File: config.mk
export PLATFORM = sky130hd
export DESIGN_NAME = button_event
export DESIGN_NICKNAME = d
export VERILOG_FILES = /design/src/rtl/button_event.sv
export SDC_FILE = /design/constraint.sdc
export NUM_CORES = 1
export LEC_CHECK = 0
export ABC_AREA = 1
export CORE_UTILIZATION = 50
export CTS_BUF_LIST = sky130_fd_sc_hd__clkbuf_16
export CTS_CLUSTER_DIAMETER = 80
export DETAILED_ROUTE_END_ITERATION = 16
export GPL_TIMING_DRIVEN = 0
export PLACE_DENSITY = 0.66
export SYNTH_ARGS = -nofsm -noshare
export SYNTH_HDL_FRONTEND = slang
export SYNTH_SLANG_ARGS = --single-unit
File: constraint.sdc
create_clock -name clk -period 3.3 [get_ports clk]
set_clock_uncertainty 0.1 [all_clocks]
set_input_delay 0.495 -clock clk [delete_from_list [all_inputs] [get_ports clk]]
set_output_delay 0.495 -clock clk [all_outputs]
set_load 0.01 [all_outputs]
File: src/rtl/button_event.sv
// -----------------------------------------------------------------------------
// button_event
//
// Turns the debounced button level into single-cycle event strobes:
// press, release, long-press and auto-repeat while held. Also keeps a
// wrapping 8-bit count of presses. All outputs are registered.
//
// Parameters:
//   LONG_PRESS_CYCLES : high samples (counting the press sample) before the
//                       long-press strobe. Must be >= 2.
//   REPEAT_CYCLES     : period of the repeat strobe once held; 0 disables it.
//   CNT_WIDTH         : hold/repeat counter width; must hold both counts.
//
// Ports:
//   clk               : system clock
//   rst_n             : synchronous active-low reset
//   data_debounced    : debounced button level, 1 = pressed
//   pressed           : 1 while the button is considered down
//   press_pulse       : one-cycle strobe on a new press
//   release_pulse     : one-cycle strobe on release
//   long_press_pulse  : one-cycle strobe when the hold reaches the long count
//   repeat_pulse      : one-cycle strobe every REPEAT_CYCLES while held
//   press_count       : number of presses, wraps 255 -> 0
// -----------------------------------------------------------------------------
module button_event #(
  parameter int unsigned LONG_PRESS_CYCLES = 50_000_000,
  parameter int unsigned REPEAT_CYCLES     = 10_000_000,
  parameter int unsigned CNT_WIDTH         = 26
) (
  input  logic       clk,
  input  logic       rst_n,
  input  logic       data_debounced,
  output logic       pressed,
  output logic       press_pulse,
  output logic       release_pulse,
  output logic       long_press_pulse,
  output logic       repeat_pulse,
  output logic [7:0] press_count
);

  localparam logic [CNT_WIDTH-1:0] LONG_C = CNT_WIDTH'(LONG_PRESS_CYCLES);
  localparam logic [CNT_WIDTH-1:0] REP_C  = CNT_WIDTH'(REPEAT_CYCLES);
  localparam logic [CNT_WIDTH-1:0] ONE_C  = CNT_WIDTH'(1);
  localparam logic [CNT_WIDTH-1:0] MAX_C  = '1;

  typedef enum logic [1:0] {
    ST_IDLE,
    ST_PRESSED,
    ST_HELD
  } state_e;

  state_e               state_q;
  logic [CNT_WIDTH-1:0] hcnt_q;
  logic [CNT_WIDTH-1:0] rcnt_q;
  logic [CNT_WIDTH-1:0] hcnt_d;
  logic [CNT_WIDTH-1:0] rcnt_d;
  logic [7:0]           press_count_q;
  logic [7:0]           press_count_d;
  logic                 pressed_q;
  logic                 press_pulse_q;
  logic                 release_pulse_q;
  logic                 long_press_pulse_q;
  logic                 repeat_pulse_q;

  // Hold counter saturates instead of wrapping during very long holds.
  assign hcnt_d        = (hcnt_q == MAX_C) ? hcnt_q : hcnt_q + ONE_C;
  assign rcnt_d        = rcnt_q + ONE_C;
  assign press_count_d = press_count_q + 8'd1;

  // The state itself remembers whether the button is down, so there is no
  // separate edge-detect register: a release and the following press are
  // distinct samples and can never be merged.
  always_ff @(posedge clk) begin
    if (!rst_n) begin
      state_q            <= ST_IDLE;
      hcnt_q             <= '0;
      rcnt_q             <= '0;
      press_count_q      <= 8'd0;
      pressed_q          <= 1'b0;
      press_pulse_q      <= 1'b0;
      release_pulse_q    <= 1'b0;
      long_press_pulse_q <= 1'b0;
      repeat_pulse_q     <= 1'b0;
    end else begin
      // Strobes are high for one cycle only unless re-asserted below.
      press_pulse_q      <= 1'b0;
      release_pulse_q    <= 1'b0;
      long_press_pulse_q <= 1'b0;
      repeat_pulse_q     <= 1'b0;

      case (state_q)
        ST_IDLE: begin
          if (data_debounced) begin
            state_q       <= ST_PRESSED;
            pressed_q     <= 1'b1;
            press_pulse_q <= 1'b1;
            hcnt_q        <= ONE_C;
            press_count_q <= press_count_d;
          end
        end

        ST_PRESSED: begin
          if (!data_debounced) begin
            state_q         <= ST_IDLE;
            pressed_q       <= 1'b0;
            release_pulse_q <= 1'b1;
            hcnt_q          <= '0;
          end else begin
            hcnt_q <= hcnt_d;
            // hcnt counts the press sample as 1, so this fires on the
            // LONG_PRESS_CYCLES-th consecutive high sample.
            if (hcnt_d == LONG_C) begin
              state_q            <= ST_HELD;
              long_press_pulse_q <= 1'b1;
              rcnt_q             <= '0;
            end
          end
        end

        ST_HELD: begin
          if (!data_debounced) begin
            state_q         <= ST_IDLE;
            pressed_q       <= 1'b0;
            release_pulse_q <= 1'b1;
            hcnt_q          <= '0;
            rcnt_q          <= '0;
          end else begin
            hcnt_q <= hcnt_d;
            if (REPEAT_CYCLES != 0) begin
              if (rcnt_d == REP_C) begin
                repeat_pulse_q <= 1'b1;
                rcnt_q         <= '0;
              end else begin
                rcnt_q <= rcnt_d;
              end
            end
          end
        end

        default: begin
          state_q   <= ST_IDLE;
          pressed_q <= 1'b0;
          hcnt_q    <= '0;
          rcnt_q    <= '0;
        end
      endcase
    end
  end

  assign pressed          = pressed_q;
  assign press_pulse      = press_pulse_q;
  assign release_pulse    = release_pulse_q;
  assign long_press_pulse = long_press_pulse_q;
  assign repeat_pulse     = repeat_pulse_q;
  assign press_count      = press_count_q;

endmodule

Yosys cells after proc, flatten, opt, wreduce, memory -nomap -nowiden --
Index checks and enable logic that the tools add are counted.
Operators by class: muxes and demuxes 21, multiply operators 0, div/mod/pow operators 0, reductions and logical operators 10, shift operators 0, bitwise operators 1, equal/unequal tests 11, magnitude comparators 0, add/subtract/negate cells 3
Operator list (count):
- $mux W26 | 7
- $pmux W26 S3 | 1
- $add A26 B1 Y26 const B | 2
- $eq A26 B26 Y1 const B | 2
- $pmux W26 S2 | 1
- $eq A26 B24 Y1 const B | 1
- $reduce_and A3 Y1 | 4
- $ne A2 B2 Y1 const B | 5
- $add A8 B1 Y8 const B | 1
- $mux W2 | 4
- $reduce_and A2 Y1 | 4
- $mux W1 | 6
- $pmux W2 S3 | 1
- $ne A3 B3 Y1 const B | 1
- $eq A2 B1 Y1 const B | 1
- $eq A2 B2 Y1 const B | 1
- $logic_not A2 Y1 | 1
- $pmux W1 S2 | 1
- $reduce_or A2 Y1 | 1
- $not A1 Y1 | 1
Storage, ports and cells: bits in writable memories 0, word-level logic and storage cells 55, output and inout port bits 13, latch bits 0, memories kept 0, register bits 67, memory bits (read-only) 0, bits of input ports 3

Logic depth before layout (Yosys ltp) --
depth after elaboration 6, mapped depth 20

Worst setup path after synthesis --
Ideal clock, no wire load.
path kind reg2reg, from register hcnt_q[0], to register rcnt_q[12], period minus slack after synthesis 2.487 ns, data required time 3.087 ns, setup time 0.113 ns, path slack 0.813 ns, data arrival time 2.274 ns, cell stages (with the launch flop) 20, cell sequence dfxtp_1 ha_1 buf_2 nand2_2 nor2_4 nand2_2 nor2_8 nand2_4 buf_6 nand2_1 nand2_1 nor2_1 nand2_1 nor2_2 nand3_2 nand2_4 nand2_2 buf_2 nor2_1 nor2_1
Between the ends: longest elaborated chain between the ends 5, elaborated cells on any way between the ends 6
Ends and longest elaborated chain:
- from (decl) | RTL line 53 | logic [CNT_WIDTH-1:0] hcnt_q;
- from (signal assigned) | RTL line 109 | hcnt_q <= hcnt_d;
- from (signal assigned) | RTL line 128 | hcnt_q <= hcnt_d;
- $add A26 B1 Y26 or $eq A26 B26 Y1 (tied branches) | RTL line 66 | assign hcnt_d = (hcnt_q == MAX_C) ? hcnt_q : hcnt_q + ONE_C;
- $mux W26 (*) | RTL line 66
- $eq A26 B26 Y1 (*) | RTL line 112 | if (hcnt_d == LONG_C) begin
- $ne A2 B2 Y1 (no line) (*)
- $reduce_and A3 Y1 (no line) (*)
- to (signal assigned) | RTL line 134 | rcnt_q <= rcnt_d;
- to (decl) | RTL line 54 | logic [CNT_WIDTH-1:0] rcnt_q;
Mark *: on every way between the ends. The rest lies on a longest branch, timed or not. A chain may end at the register's enable or synchronous reset.

Worst setup path after layout --
from register hcnt_q[0], to register rcnt_q[4]
The elaborated chain is that of the path after synthesis.

==> run summary <==
Cell Chain, Critical Path = ha_1 -> buf_2 -> nand2_2 -> nor2_4 -> nand2_2 -> nor2_8 -> nand2_4 -> buf_6 -> nand2_1 -> nand2_1 -> nor2_1 -> nand2_1 -> nor2_2 -> nand3_2 -> nand2_4 -> nand2_2 -> buf_2 -> nor2_1 -> nor2_1
Die ar. = 9610 um2
Io pins = 16
Crit. End Element = flop
Avg Inst Size Synth = 5.87 um2
Clk root buf = clkbuf_16
First-pass GRT wire length = 21800 um
Setup Fix Bufs, Post-CTS = 0
Core area = 8810 um2
Setup Total Neg Slack = 0 ns
Die X = 98.1 um
Share of cells above drive strength 1 = 5.88%
Initial drt markers = 420
CP arrival = 3.14 ns
MaxCap Viol Count = 0
Most common cell in the synthesized netlist = nand2_1
Req. time, crit path = 3.42 ns
Unique cell type count in the Yosys netlist = 36
Clock Tree Buf Depth = 2
Num Clock Sinks = 67
CTS Buf Count = 9
Asr flop ratio synth = 0%
Final WS setup = 0.286 ns
Drt wl/cell = 14.3 um
Die Span Y = 98.1 um
Antenna violations before repair = 0
Outcome = completed
Htree depth = 3
Clock Latency Late Sink = 0.33 ns
Total Wirelength = 13300 um
Crit Path Class = flop to flop
Critical Path Start Type = flop
Setup violations, final = 0
CP max-delay cell = dfxtp_2
Worst-path clk slew = 0.06 ns
Nets = 821
Crit Reg-Reg Endpoint = rcnt_q[4]
Top cells by count, synth = nand2_1, nor2_1, inv_1
Maximum fanout along the worst path = 10
Reg2reg start = hcnt_q[0]
Sequential share of the synthesized area = 29.1%
Worst-margin pin slew = 0.675 ns
Post-route minimum period = 3.01 ns
Unrepaired setup endpoints after global routing = no
DRC viols = 0
Critical path depth in cells = 19
Reg2reg path depth = 19
# port buffers = 14
Hold Fails Final Rpt = 0
DRT antenna net count = 0
Gate Count Post-Synth = 786
Top_reg_cell synth = dfxtp_1
Largest net degree at the start of global routing = 12
WHS Path Cells = 1
Vias/cell = 5.34
Pwr per Cell Area = 660 nW/um2
Synth top area share = 29.1%
FP Rows = 34
Pre-CTS setup slack = 0.207 ns
Worst Hold End = press_count[6]
Area delta synth->final = 12.3%
Maximum clock frequency = 332 MHz
CTS tree = built
Slew headroom = 54.8%
GP Congestion = 0.966
GR Util All Layers = 28.6%
Vias = 4934
FF+latch count, synth = 67
Synth warnings = 0
Tot Pwr = 3.42 mW
Inserted Diodes = 0
Max incr delay on CP = 0.43 ns
FF+latch area = 1340 um2
Multi-input gate area = 2860 um2
Crit path max-delay family = simple AND/OR/NAND/NOR gates
Min-delay worst type = flop to flop
Synth Cell Area = 4610 um2
Number of global-route vias before repair = 4407
DPL Wire Length = 9990 um
Worst VDD drop = 0.375 mV
Area contributors post-synth = dfxtp_1, nand2_1, nor2_1, nand3_1, inv_1
Drt first pass iters = 5
Final max-slew violation count = 0
Syn nets = 796
Buf+Inv Stages, Crit Path = 3
Number of fillers in the final layout = 894
R2R Setup Slk = 0.29 ns
Leak = 2.09 nW
Global route total overflow = 0
Post-Layout Cell Count = 924
Final Cycle Share = 91.3%
Yosys top cell by area = dfxtp_1
Placed cell count = 908
Hold Startpoint = press_count[5]
Number of synthesized flops with an enable pin = 0
Initial Util = 52.4%
[how the worst max path moves through the flow]
stage,start,to,slack (ns)
finish,hcnt_q[0],rcnt_q[4],0.29
global route,rcnt_q[1],rcnt_q[1],0.07
floorplan,hcnt_q[0],rcnt_q[12],0.81
CTS,hcnt_q[0],rcnt_q[4],0.18
global placement,hcnt_q[0],rcnt_q[12],0.25
detailed placement,hcnt_q[0],rcnt_q[4],0.21
[final cells by class]
class / instances / share of cell area (%)
flip-flops and latches: 67 / 25.9
clock buffers: 9 / 4.35
clock inverters: 7 / 1.18
repair buffers: 14 / 2.71
inverters: 76 / 5.51
plain buffers: 26 / 2.59
multi-input cells: 617 / 55.1
well taps: 108 / 2.61
[per-layer routing]
layer | up-vias | part of all wire (%) | GRT usage (%)
li1 | 2534 | - | -
met1 | 2196 | 51 | 43.2
met2 | 190 | 40 | 41.8
met3 | 14 | 8.1 | 6.01
met4 | 0 | 0.96 | 4.90
met5 | - | 0 | 0
[flip-flops by register name, summed over array words and instances, names as in the netlist]
| register | count |
|---|---|
| press_count | 8 |
| hcnt_q | 26 |
| pressed | 1 |
| press_pulse | 1 |
| release_pulse | 1 |
| rcnt_q | 26 |
| state_q | 2 |
| long_press_pulse | 1 |
| repeat_pulse | 1 |
[cell families (layout without fill, tap and decap cells)]
group           after synthesis  in the layout  share of synthesized area (%)
fa+ha+maj                     7              7                           1.90
compound gates               79             79                           9.00
xor+xnor                     21             21                           3.99
flops                        67             67                           29.1
simple gates                510            510                           46.9
buf+inv                     102            132                           9.09
[where the power goes]
group | leakage (nW) | switching (mW) | internal (mW)
logic | 1.40 | 0.850 | 0.429
registers | 0.546 | 0.211 | 0.979
clock network | 0.152 | 0.371 | 0.577
[placed cells by master (no fill, tap or decap), drive strengths merged, types with 14 or more instances in the layout]
master,count
dfxtp,67
a21oi,51
nand3,67
xor2,14
clkbuf,20
buf,15
o21ai,19
nor2,146
inv,78
clkdlybuf4s50,14
nand2,263
[stage by stage]
| step | hold WS [ns] | utilization [%] | instance area, um2 |
|---|---|---|---|
| detailed placement | 0.379 | 55.5 | 4890 |
| floorplan | 0.372 | - | 4610 |
| CTS | 0.381 | 58.8 | 5170 |
| finish | 0.378 | 58.8 | 5180 |
| global placement | 0.355 | 55.5 | 4890 |
| global route | 0.409 | 58.8 | 5180 |
[timing repair]
item | in CTS | in global routing
hold buffers | 0 | 0
resized for setup | 0 | 2
setup endpoints to repair | 0 | 9
(Power assumes the default switching activity.)
==> RTL change (same settings) <==
Add an input register stage for `data_debounced`, without a reset; this delays it by one clock.
--- a/src/rtl/button_event.sv
+++ b/src/rtl/button_event.sv
@@ -50,4 +50,10 @@
   } state_e;
 
+  logic data_debounced_q;
+
+  always_ff @(posedge clk) begin
+    data_debounced_q <= data_debounced;
+  end
+
   state_e               state_q;
   logic [CNT_WIDTH-1:0] hcnt_q;
@@ -91,5 +97,5 @@
       case (state_q)
         ST_IDLE: begin
-          if (data_debounced) begin
+          if (data_debounced_q) begin
             state_q       <= ST_PRESSED;
             pressed_q     <= 1'b1;
@@ -101,5 +107,5 @@
 
         ST_PRESSED: begin
-          if (!data_debounced) begin
+          if (!data_debounced_q) begin
             state_q         <= ST_IDLE;
             pressed_q       <= 1'b0;
@@ -119,5 +125,5 @@
 
         ST_HELD: begin
-          if (!data_debounced) begin
+          if (!data_debounced_q) begin
             state_q         <= ST_IDLE;
             pressed_q       <= 1'b0;
Function: changed (Yosys sat finds a counterexample within 4 cycles, from zero or initial values and one cycle with rst_n low).
==> RTL change against the unedited design <==
- cell count increased by 0.11%
- wire length increased by 2.7%
- combinational power is essentially flat
- sequential cell count increased by 1
- worst setup slack got worse by 0.020 ns
- hold slack got worse by 0.0061 ns
- synthesized area increased by 0.43%
- cell area up 1.5%
- clock power is 19% higher
- global-route usage rose by 1.2 points
- total power up 5.7%
- die area up 0.42%
==> RTL change: results (changes against the unedited design) <==
status finished, final reports clean; Placed Area 0.00491 mm² (+0.41%); CP max stage cell dfxtp_2; largest net degree at the start of global routing 13 (+1); area delta synth->final 13.4%; clock power share 31.2% (+3.5 points); family with the most delay on the worst path simple AND/OR/NAND/NOR gates; average size of a mapped cell 5.89 µm² (+0.31%); WL/cell 14.7 µm (+2.6%); Logic power comb 0.00128 W (about the same); # fillers 892 (-0.22%); sequential fraction of the synthesis area 29.4% (+0.31 points); initial DRC count 360 (-14%); Vias/cell 5.49 (+2.9%); fraction of registers with async set/reset 0% (unchanged); DP HPWL 10100 µm (+1.1%); placed cells 909 (+0.11%); Tot GR Track Use 29.8% (+1.2 points); via count 5081 (+3.0%); # setup viols final 0 (unchanged); Synth top cells by count 256 x nand2_1, 138 x nor2_1, 75 x inv_1; gp weighted congestion 0.950 (-1.6%); Worst path max stage delay 0.43 ns (about the same); Max-slew headroom 58.6% (+3.7 points); CP Max Fanout 10 (unchanged); CP arrival 3.17 ns (+0.03 ns); layout cells sized above 1 5.88% (-0.0072 points); antenna cell count 0 (unchanged); cts bufs inserted 9 (unchanged); Switching Share 40.3% (-1.6 points); Clock Power 0.00113 W (+19%); P_leak 2.11 nW (+0.87%); compound-gate portion of the synthesized area 8.97% (-0.039 points); number of global-route vias before repair 4676 (+6.1%); synth unique cells 36 (unchanged); VDD IR-drop max 0.505 mV (+35%); Post-Syn Nets 797 (+0.13%); first-pass GRT wire length 22900 µm (+5.0%); dpl ws 0.221 ns (+0.0139 ns); Synth Area in XOR/XNOR 3.97% (-0.017 points); HP Start press_count[5]; post-synthesis adder-cell area fraction 1.89% (-0.0082 points); final layout net count 822 (+0.12%); Post-synth top flop dfxtp_1; mux contribution to synthesized area 0% (unchanged); Area contributors post-synth dfxtp_1 29%, nand2_1 21%, nor2_1 11%
RTL change: path summary, 6_finish.rpt:
path | endpoint | slack (ns) | depth (start not counted)
hold reg to reg | press_count[6] | 0.37 | 1
hold / removal | press_count[6] | 0.37 | 1
setup / recovery | rcnt_q[19] | 0.27 | 15
setup reg to reg | rcnt_q[19] | 0.27 | 15
RTL change: what timing repair did:
| action | in CTS | in global routing |
|---|---|---|
| resized for setup | 0 | 3 |
| setup buffers | 0 | 0 |
| setup endpoints to repair | 0 | 23 |
RTL change: area by class of cell:
class | count | share of cell area (%)
multi-input cells | 617 | 54.4
flip-flops and latches | 68 | 25.9
inverters | 76 | 5.43
clock buffers | 9 | 4.28
repair buffers | 14 | 2.67
well taps | 108 | 2.57
plain buffers | 26 | 2.55
clock inverters | 7 | 2.17
RTL change: routing by layer:
metal,up-vias,part of all wire [%],track usage (%)
li1,2537,-,-
met1,2321,50,44.0
met2,204,41,44.3
met3,19,7.7,4.72
met4,0,1.4,9.18
met5,-,0,0
